**src/rtl/axi_lite_arb2_if.sv**
```systemverilog
// AXI-lite bus bundle shared by the two upstream masters and the downstream bridge port.
// Every channel moves one beat on a cycle where valid and ready are both high; valid and payload stay stable until then.
interface axi_lite_arb2_if #(
  parameter int ADDR_WIDTH = 64,
  parameter int DATA_WIDTH = 64
);
  logic [ADDR_WIDTH-1:0]   awaddr;
  logic                    awvalid;
  logic                    awready;
  logic [DATA_WIDTH-1:0]   wdata;
  logic [DATA_WIDTH/8-1:0] wstrb;
  logic                    wvalid;
  logic                    wready;
  logic                    bvalid;
  logic [1:0]              bresp;
  logic                    bready;
  logic [ADDR_WIDTH-1:0]   araddr;
  logic                    arvalid;
  logic                    arready;
  logic                    rvalid;
  logic [DATA_WIDTH-1:0]   rdata;
  logic [1:0]              rresp;
  logic                    rready;

  modport master (
    output awaddr, awvalid, wdata, wstrb, wvalid, bready, araddr, arvalid, rready,
    input  awready, wready, bvalid, bresp, arready, rvalid, rdata, rresp
  );

  modport slave (
    input  awaddr, awvalid, wdata, wstrb, wvalid, bready, araddr, arvalid, rready,
    output awready, wready, bvalid, bresp, arready, rvalid, rdata, rresp
  );
endinterface

```
**src/rtl/axi_lite_arb2.sv**
```systemverilog
// Two-master / one-slave AXI-lite arbiter, one transaction in flight, writes served before reads.
// Optional macro ARB_ROUND_ROBIN_EN: ties alternate between masters; otherwise m1 always wins a tie.
module axi_lite_arb2 #(
  parameter int ADDR_WIDTH = 64,
  parameter int DATA_WIDTH = 64
) (
  input  logic             clk,
  input  logic             rstn,
  axi_lite_arb2_if.slave   m0,
  axi_lite_arb2_if.slave   m1,
  axi_lite_arb2_if.master  s,
  output logic [2:0]       debug_arb_state,
  output logic             debug_grant
);

  localparam logic [2:0] ST_IDLE  = 3'b000;
  localparam logic [2:0] ST_WADDR = 3'b001;
  localparam logic [2:0] ST_RADDR = 3'b010;
  localparam logic [2:0] ST_WRESP = 3'b011;
  localparam logic [2:0] ST_RDATA = 3'b100;

  logic [2:0] state, state_next;
  logic       grant, grant_next;
`ifdef ARB_ROUND_ROBIN_EN
  logic       last_grant;
`endif

  logic wreq0, wreq1, req0, req1;
  logic pick, pick_write;

  assign wreq0 = m0.awvalid & m0.wvalid;
  assign wreq1 = m1.awvalid & m1.wvalid;
  assign req0  = wreq0 | m0.arvalid;
  assign req1  = wreq1 | m1.arvalid;

  always_comb begin
    pick = req1;
    if (req0 && req1) begin
`ifdef ARB_ROUND_ROBIN_EN
      pick = ~last_grant;
`else
      pick = 1'b1;
`endif
    end
    pick_write = pick ? wreq1 : wreq0;
  end

  always_comb begin
    state_next = state;
    grant_next = grant;
    case (state)
      ST_IDLE: begin
        if (req0 || req1) begin
          grant_next = pick;
          state_next = pick_write ? ST_WADDR : ST_RADDR;
        end
      end
      ST_WADDR: if (s.awready && s.wready) state_next = ST_WRESP;
      ST_WRESP: if (s.bvalid && s.bready) state_next = ST_IDLE;
      ST_RADDR: if (s.arready) state_next = ST_RDATA;
      ST_RDATA: if (s.rvalid && s.rready) state_next = ST_IDLE;
      default:  state_next = ST_IDLE;
    endcase
  end

  always_ff @(posedge clk) begin
    if (!rstn) begin
      state <= ST_IDLE;
      grant <= 1'b0;
`ifdef ARB_ROUND_ROBIN_EN
      last_grant <= 1'b1;
`endif
    end else begin
      state <= state_next;
      grant <= grant_next;
`ifdef ARB_ROUND_ROBIN_EN
      // Remember the winner only once its response has completed.
      if ((state == ST_WRESP && s.bvalid && s.bready) ||
          (state == ST_RDATA && s.rvalid && s.rready))
        last_grant <= grant;
`endif
    end
  end

  logic in_waddr, in_wresp, in_raddr, in_rdata;
  assign in_waddr = (state == ST_WADDR);
  assign in_wresp = (state == ST_WRESP);
  assign in_raddr = (state == ST_RADDR);
  assign in_rdata = (state == ST_RDATA);

  logic [ADDR_WIDTH-1:0]   g_awaddr, g_araddr;
  logic [DATA_WIDTH-1:0]   g_wdata;
  logic [DATA_WIDTH/8-1:0] g_wstrb;
  logic                    g_bready, g_rready;

  assign g_awaddr = grant ? m1.awaddr : m0.awaddr;
  assign g_wdata  = grant ? m1.wdata  : m0.wdata;
  assign g_wstrb  = grant ? m1.wstrb  : m0.wstrb;
  assign g_bready = grant ? m1.bready : m0.bready;
  assign g_araddr = grant ? m1.araddr : m0.araddr;
  assign g_rready = grant ? m1.rready : m0.rready;

  // Downstream side: each channel is driven only in the state that owns it.
  assign s.awvalid = in_waddr;
  assign s.wvalid  = in_waddr;
  assign s.awaddr  = in_waddr ? g_awaddr : '0;
  assign s.wdata   = in_waddr ? g_wdata  : '0;
  assign s.wstrb   = in_waddr ? g_wstrb  : '0;
  assign s.bready  = in_wresp & g_bready;
  assign s.arvalid = in_raddr;
  assign s.araddr  = in_raddr ? g_araddr : '0;
  assign s.rready  = in_rdata & g_rready;

  logic sel0, sel1;
  assign sel0 = ~grant;
  assign sel1 = grant;

  assign m0.awready = in_waddr & sel0 & s.awready;
  assign m0.wready  = in_waddr & sel0 & s.wready;
  assign m0.bvalid  = in_wresp & sel0 & s.bvalid;
  assign m0.bresp   = (in_wresp & sel0) ? s.bresp : 2'b00;
  assign m0.arready = in_raddr & sel0 & s.arready;
  assign m0.rvalid  = in_rdata & sel0 & s.rvalid;
  assign m0.rdata   = (in_rdata & sel0) ? s.rdata : '0;
  assign m0.rresp   = (in_rdata & sel0) ? s.rresp : 2'b00;

  assign m1.awready = in_waddr & sel1 & s.awready;
  assign m1.wready  = in_waddr & sel1 & s.wready;
  assign m1.bvalid  = in_wresp & sel1 & s.bvalid;
  assign m1.bresp   = (in_wresp & sel1) ? s.bresp : 2'b00;
  assign m1.arready = in_raddr & sel1 & s.arready;
  assign m1.rvalid  = in_rdata & sel1 & s.rvalid;
  assign m1.rdata   = (in_rdata & sel1) ? s.rdata : '0;
  assign m1.rresp   = (in_rdata & sel1) ? s.rresp : 2'b00;

  assign debug_arb_state = state;
  assign debug_grant     = grant;

endmodule

```
**src/flat_wrapper.sv**
```systemverilog
// flat-port wrapper written by rule: the top's interface ports become plain ports
module axi_lite_arb2_flat 
#(
  parameter int ADDR_WIDTH = 64,
  parameter int DATA_WIDTH = 64
)
  (clk, rstn, debug_arb_state, debug_grant, m0_awaddr, m0_awvalid, m0_wdata, m0_wstrb, m0_wvalid, m0_bready, m0_araddr, m0_arvalid, m0_rready, m0_awready, m0_wready, m0_bvalid, m0_bresp, m0_arready, m0_rvalid, m0_rdata, m0_rresp, m1_awaddr, m1_awvalid, m1_wdata, m1_wstrb, m1_wvalid, m1_bready, m1_araddr, m1_arvalid, m1_rready, m1_awready, m1_wready, m1_bvalid, m1_bresp, m1_arready, m1_rvalid, m1_rdata, m1_rresp, s_awaddr, s_awvalid, s_wdata, s_wstrb, s_wvalid, s_bready, s_araddr, s_arvalid, s_rready, s_awready, s_wready, s_bvalid, s_bresp, s_arready, s_rvalid, s_rdata, s_rresp);
  axi_lite_arb2_if #(.ADDR_WIDTH(ADDR_WIDTH), .DATA_WIDTH(DATA_WIDTH)) m0_i ();
  axi_lite_arb2_if #(.ADDR_WIDTH(ADDR_WIDTH), .DATA_WIDTH(DATA_WIDTH)) m1_i ();
  axi_lite_arb2_if #(.ADDR_WIDTH(ADDR_WIDTH), .DATA_WIDTH(DATA_WIDTH)) s_i ();
  input  logic clk;
  input  logic rstn;
  output logic [2:0] debug_arb_state;
  output logic debug_grant;
  input wire logic [$bits(m0_i.awaddr)-1:0] m0_awaddr;
  input wire logic [$bits(m0_i.awvalid)-1:0] m0_awvalid;
  input wire logic [$bits(m0_i.wdata)-1:0] m0_wdata;
  input wire logic [$bits(m0_i.wstrb)-1:0] m0_wstrb;
  input wire logic [$bits(m0_i.wvalid)-1:0] m0_wvalid;
  input wire logic [$bits(m0_i.bready)-1:0] m0_bready;
  input wire logic [$bits(m0_i.araddr)-1:0] m0_araddr;
  input wire logic [$bits(m0_i.arvalid)-1:0] m0_arvalid;
  input wire logic [$bits(m0_i.rready)-1:0] m0_rready;
  output wire logic [$bits(m0_i.awready)-1:0] m0_awready;
  output wire logic [$bits(m0_i.wready)-1:0] m0_wready;
  output wire logic [$bits(m0_i.bvalid)-1:0] m0_bvalid;
  output wire logic [$bits(m0_i.bresp)-1:0] m0_bresp;
  output wire logic [$bits(m0_i.arready)-1:0] m0_arready;
  output wire logic [$bits(m0_i.rvalid)-1:0] m0_rvalid;
  output wire logic [$bits(m0_i.rdata)-1:0] m0_rdata;
  output wire logic [$bits(m0_i.rresp)-1:0] m0_rresp;
  input wire logic [$bits(m1_i.awaddr)-1:0] m1_awaddr;
  input wire logic [$bits(m1_i.awvalid)-1:0] m1_awvalid;
  input wire logic [$bits(m1_i.wdata)-1:0] m1_wdata;
  input wire logic [$bits(m1_i.wstrb)-1:0] m1_wstrb;
  input wire logic [$bits(m1_i.wvalid)-1:0] m1_wvalid;
  input wire logic [$bits(m1_i.bready)-1:0] m1_bready;
  input wire logic [$bits(m1_i.araddr)-1:0] m1_araddr;
  input wire logic [$bits(m1_i.arvalid)-1:0] m1_arvalid;
  input wire logic [$bits(m1_i.rready)-1:0] m1_rready;
  output wire logic [$bits(m1_i.awready)-1:0] m1_awready;
  output wire logic [$bits(m1_i.wready)-1:0] m1_wready;
  output wire logic [$bits(m1_i.bvalid)-1:0] m1_bvalid;
  output wire logic [$bits(m1_i.bresp)-1:0] m1_bresp;
  output wire logic [$bits(m1_i.arready)-1:0] m1_arready;
  output wire logic [$bits(m1_i.rvalid)-1:0] m1_rvalid;
  output wire logic [$bits(m1_i.rdata)-1:0] m1_rdata;
  output wire logic [$bits(m1_i.rresp)-1:0] m1_rresp;
  output wire logic [$bits(s_i.awaddr)-1:0] s_awaddr;
  output wire logic [$bits(s_i.awvalid)-1:0] s_awvalid;
  output wire logic [$bits(s_i.wdata)-1:0] s_wdata;
  output wire logic [$bits(s_i.wstrb)-1:0] s_wstrb;
  output wire logic [$bits(s_i.wvalid)-1:0] s_wvalid;
  output wire logic [$bits(s_i.bready)-1:0] s_bready;
  output wire logic [$bits(s_i.araddr)-1:0] s_araddr;
  output wire logic [$bits(s_i.arvalid)-1:0] s_arvalid;
  output wire logic [$bits(s_i.rready)-1:0] s_rready;
  input wire logic [$bits(s_i.awready)-1:0] s_awready;
  input wire logic [$bits(s_i.wready)-1:0] s_wready;
  input wire logic [$bits(s_i.bvalid)-1:0] s_bvalid;
  input wire logic [$bits(s_i.bresp)-1:0] s_bresp;
  input wire logic [$bits(s_i.arready)-1:0] s_arready;
  input wire logic [$bits(s_i.rvalid)-1:0] s_rvalid;
  input wire logic [$bits(s_i.rdata)-1:0] s_rdata;
  input wire logic [$bits(s_i.rresp)-1:0] s_rresp;
  assign m0_i.awaddr = m0_awaddr;
  assign m0_i.awvalid = m0_awvalid;
  assign m0_i.wdata = m0_wdata;
  assign m0_i.wstrb = m0_wstrb;
  assign m0_i.wvalid = m0_wvalid;
  assign m0_i.bready = m0_bready;
  assign m0_i.araddr = m0_araddr;
  assign m0_i.arvalid = m0_arvalid;
  assign m0_i.rready = m0_rready;
  assign m0_awready = m0_i.awready;
  assign m0_wready = m0_i.wready;
  assign m0_bvalid = m0_i.bvalid;
  assign m0_bresp = m0_i.bresp;
  assign m0_arready = m0_i.arready;
  assign m0_rvalid = m0_i.rvalid;
  assign m0_rdata = m0_i.rdata;
  assign m0_rresp = m0_i.rresp;
  assign m1_i.awaddr = m1_awaddr;
  assign m1_i.awvalid = m1_awvalid;
  assign m1_i.wdata = m1_wdata;
  assign m1_i.wstrb = m1_wstrb;
  assign m1_i.wvalid = m1_wvalid;
  assign m1_i.bready = m1_bready;
  assign m1_i.araddr = m1_araddr;
  assign m1_i.arvalid = m1_arvalid;
  assign m1_i.rready = m1_rready;
  assign m1_awready = m1_i.awready;
  assign m1_wready = m1_i.wready;
  assign m1_bvalid = m1_i.bvalid;
  assign m1_bresp = m1_i.bresp;
  assign m1_arready = m1_i.arready;
  assign m1_rvalid = m1_i.rvalid;
  assign m1_rdata = m1_i.rdata;
  assign m1_rresp = m1_i.rresp;
  assign s_awaddr = s_i.awaddr;
  assign s_awvalid = s_i.awvalid;
  assign s_wdata = s_i.wdata;
  assign s_wstrb = s_i.wstrb;
  assign s_wvalid = s_i.wvalid;
  assign s_bready = s_i.bready;
  assign s_araddr = s_i.araddr;
  assign s_arvalid = s_i.arvalid;
  assign s_rready = s_i.rready;
  assign s_i.awready = s_awready;
  assign s_i.wready = s_wready;
  assign s_i.bvalid = s_bvalid;
  assign s_i.bresp = s_bresp;
  assign s_i.arready = s_arready;
  assign s_i.rvalid = s_rvalid;
  assign s_i.rdata = s_rdata;
  assign s_i.rresp = s_rresp;
  axi_lite_arb2 #(.ADDR_WIDTH(ADDR_WIDTH), .DATA_WIDTH(DATA_WIDTH)) u_core (.clk(clk), .rstn(rstn), .m0(m0_i), .m1(m1_i), .s(s_i), .debug_arb_state(debug_arb_state), .debug_grant(debug_grant));
endmodule
```
**config.mk**
```make
export PLATFORM = sky130hd
export DESIGN_NAME = axi_lite_arb2_flat
export DESIGN_NICKNAME = d
export VERILOG_FILES = /design/src/rtl/axi_lite_arb2_if.sv /design/src/rtl/axi_lite_arb2.sv /design/src/flat_wrapper.sv
export SDC_FILE = /design/constraint.sdc
export NUM_CORES = 1
export LEC_CHECK = 0
export ABC_CLOCK_PERIOD_IN_PS = 1700
export CAP_MARGIN = 5
export CORE_AREA = 5 5 323 325
export CTS_BUF_LIST = sky130_fd_sc_hd__clkbuf_8
export DETAILED_ROUTE_END_ITERATION = 10
export DIE_AREA = 0 0 328 330
export HOLD_SLACK_MARGIN = 0.03
export SKIP_CTS_REPAIR_TIMING = 1
export SYNTH_ARGS = -nofsm -noshare
export SYNTH_HDL_FRONTEND = slang
export SYNTH_SLANG_ARGS = --single-unit
export TNS_END_PERCENT = 20
```
**constraint.sdc**
```tcl
create_clock -name clk -period 1.7 [get_ports clk]
set_input_delay 0.255 -clock clk [delete_from_list [all_inputs] [get_ports clk]]
set_output_delay 0.255 -clock clk [all_outputs]
set_load 0.005 [all_outputs]
```
==> results of run 1 <==
power groups by stage:
stage	clock (uW)	sequential [uW]	combinational, uW
2_1_floorplan	0	154	3140
3_3_place_gp	0	209	10100
3_5_place_dp	0	211	10100
4_1_cts	223	212	10200
5_1_grt	226	235	13000
6_report	220	229	12400
flip-flops by register name, indices dropped and copies added (netlist names):
name / cells
u_core.debug_grant: 1
u_core.debug_arb_state: 3
worst max path at each step:
stage                                   start           end  cells after the start  slack (ns)
detailed placement         u_core.debug_grant  s_awaddr[32]                      5       -0.63
CTS                        u_core.debug_grant  s_awaddr[32]                      5       -0.88
global placement           u_core.debug_grant  s_awaddr[32]                      5       -0.65
floorplan           u_core.debug_arb_state[2]  m1_rdata[33]                      5        0.11
finish                     u_core.debug_grant   s_wdata[21]                      6       -0.51
global route               u_core.debug_grant   s_wdata[55]                      6       -0.54
cell type report:
cell class / count / area, um^2 / share of cell area, %
Timing Repair Buffer: 1004 / 10700 / 61.7
Tap cell: 1368 / 1710 / 9.87
Clock inverter: 1 / 3.75 / 0.0216
Multi-Input combinational cell: 589 / 4700 / 27.1
Clock buffer: 3 / 41.3 / 0.238
Inverter: 5 / 23.8 / 0.137
Antenna cell: 28 / 70.1 / 0.404
Sequential cell: 4 / 95.1 / 0.548
logic make-up after synthesis:
family / Yosys count / synth area share [%]
simple gates: 372 / 41.1
mux: 202 / 47.0
buf+inv: 69 / 7.47
compound gates: 15 / 2.56
flops: 4 / 1.86
layout by cell type (no fill, tap or decap), drive strengths merged, types with 2 or more instances in the layout:
cell type / n
clkdlybuf4s50: 650
buf: 240
nor2: 210
mux2i: 202
and2: 135
dlymetal6s2s: 73
clkbuf: 44
diode: 28
nand2: 8
nor3: 6
nand3: 5
and3: 5
inv: 5
a21oi: 4
dfxtp: 4
o31ai: 2
metrics by stage:
stage / TNS (ns) / instances / power (uW) / hold slack, ns
after floorplan: 0 / 662 / 3290 / 0.383
after global placement: -91.21 / 2895 / 10300 / 0.665
after detailed placement: -93.56 / 2895 / 10400 / 0.687
after CTS: -180.20 / 2899 / 10600 / 0.695
after global routing: -134.24 / 2979 / 13500 / 0.659
final: -114.00 / 3002 / 12800 / 0.640
worst max-delay path: stages, from the launching register on:
cell	delay, ns
dfxtp_4	0.41
buf_6	0.14
buf_16	0.16
buf_6	0.15
mux2i_2	0.26
nor2_1	0.06
clkdlybuf4s50_1	0.47
layer usage:
metal	vias to the layer above	global-route usage [%]	wire, um
met5	-	0	453
met4	50	0.624	947
met3	118	8.48	11100
met2	566	24.8	43500
met1	4259	17.2	36000
li1	4123	-	-
==> summary.txt, run 1 <==
Routing
  – Starting DRT DRC Count: 485
  – Via count: 9,116
  – DR WL/cell: 30.6 um
  – Routed vias/inst: 3.04
  – Total Wirelength: 91.9 mm
  – Antenna-violating nets left: 0
  – 1st-pass router iterations: 5
  – Residual DRC: 0

Cells and area
  – Final core occ: 17.1%
  – Cell area after layout: 0.0173 mm^2
  – Layout area overhead: 303%
  – Layout cells sized above 1: 24.7%
  – Nets@finish: 2,092
  – Fillers: 11,400

Synth
  – Post-Syn Area: 0.00430 mm^2
  – Post-synth EDFFs: 0
  – Yosys reg bits: 4
  – Seq/Total Area, Yosys: 1.86%
  – Post-Syn Instances: 662
  – Post-synth top cells: nor2_1, mux2i_1, and2_1, buf_2, clkbuf_1
  – Syn nets: 1,147
  – Post-synthesis cell type count: 28
  – Synth warn: 0
  – Mean Syn Cell Area: 6.50 um^2
  – Share of the synthesized area in the top cell type: 47.0%
  – FFs w/ async S/R, synth: 0%
  – Most common cell in the netlist: nor2_1
  – Top_reg_cell synth: dfxtp_1
  – Area leader, netlist: mux2i_1
  – Area contributors post-synth: mux2i_1, and2_1, nor2_1

Critical path
  – Reg2Reg Launch Point: u_core.debug_grant
  – Critical path fanouts, max: 12
  – Req. time, crit path: 1.44 ns
  – Endpoint class of the critical path: output pin
  – Kind of critical path: flip-flop to output pin
  – FF-to-FF path depth: 7
  – Worst R2R End: u_core.debug_arb_state[0]
  – Worst EP arrival: 1.96 ns
  – FF-to-FF setup slack: -0.23 ns
  – Startpoint class of the critical path: flip-flop

Job
  – Maxcap violations: 0

Clock network
  – CTS Buf Count: 3
  – # clock sinks: 4
  – CTS Buffer Depth: 2
  – CTS tree: done
  – H-tree levels: 1
  – Worst-path clk slew: 0.04 ns
  – CTS root buf: clkbuf_8
  – Clock Latency Late Sink: 0.23 ns

Floorplanning
  – # rows: 117
  – Starting Density: 4.25%
  – Chip width: 328 um
  – IO Count: 840
  – Core ar.: 0.101 mm^2
  – Die height: 330 um
  – Die ar.: 0.108 mm^2

STA
  – Tightest Pin Transition: 0.845 ns
  – Fin. max-slew vios: 0
  – Setup-failing EPs final: 353
  – RSZ-0062 raised after global routing: yes
  – Setup ws final: -0.511 ns
  – Min Tclk post-route: 2.21 ns
  – Final Hold Viols: 0
  – Final Skew: 0.00136 ns
  – Fmax: 452 MHz
  – Tcrit/Tclk final: 130%
  – Rel. slew slack: 43.7%

Pwr
  – Logic gate share of total power: 96.5%
  – Sw Pwr: 5740 uW
  – Clock power share: 1.7%
  – PD cells: 739 mW/mm^2
  – Net Sw Frac: 44.8%
  – Lkg Pwr: 0.00756 uW
  – Int Power: 7080 uW
  – Seq pwr share: 1.8%
  – Worst vdd ir: 350 uV

Global routing
  – First-pass GRT wire length: 102 mm
  – Vias in the first global route: 8,674
  – Antenna violations before repair: 85
  – Gr usage total: 14.7%
  – Largest net degree at the start of global routing: 46
  – GR Overflow Total: 0

Place
  – Post-DP Area: 0.0153 mm^2
  – Hpwl dp: 80.4 mm
  – Port Buffers: 839
  – Placer Congestion: 0.896
  – DP Worst Slack: -0.630 ns

Hold path
  – Worst Hold End: u_core.debug_grant
  – Hold_sp: u_core.debug_arb_state[1]
  – WHS Path Cells: 3
  – HP Class: flip-flop to flip-flop

Status
  – Failing checks: negative setup slack
  – Outcome: complete, but fails checks
Note: power is estimated with default switching activity, not from simulation.
==> run 2: changes to the inputs <==
Settings changed: CAP_MARGIN 5 to unset.
==> results of run 2 <==
Final layout, timing and power as in run 1 (identical DEF).
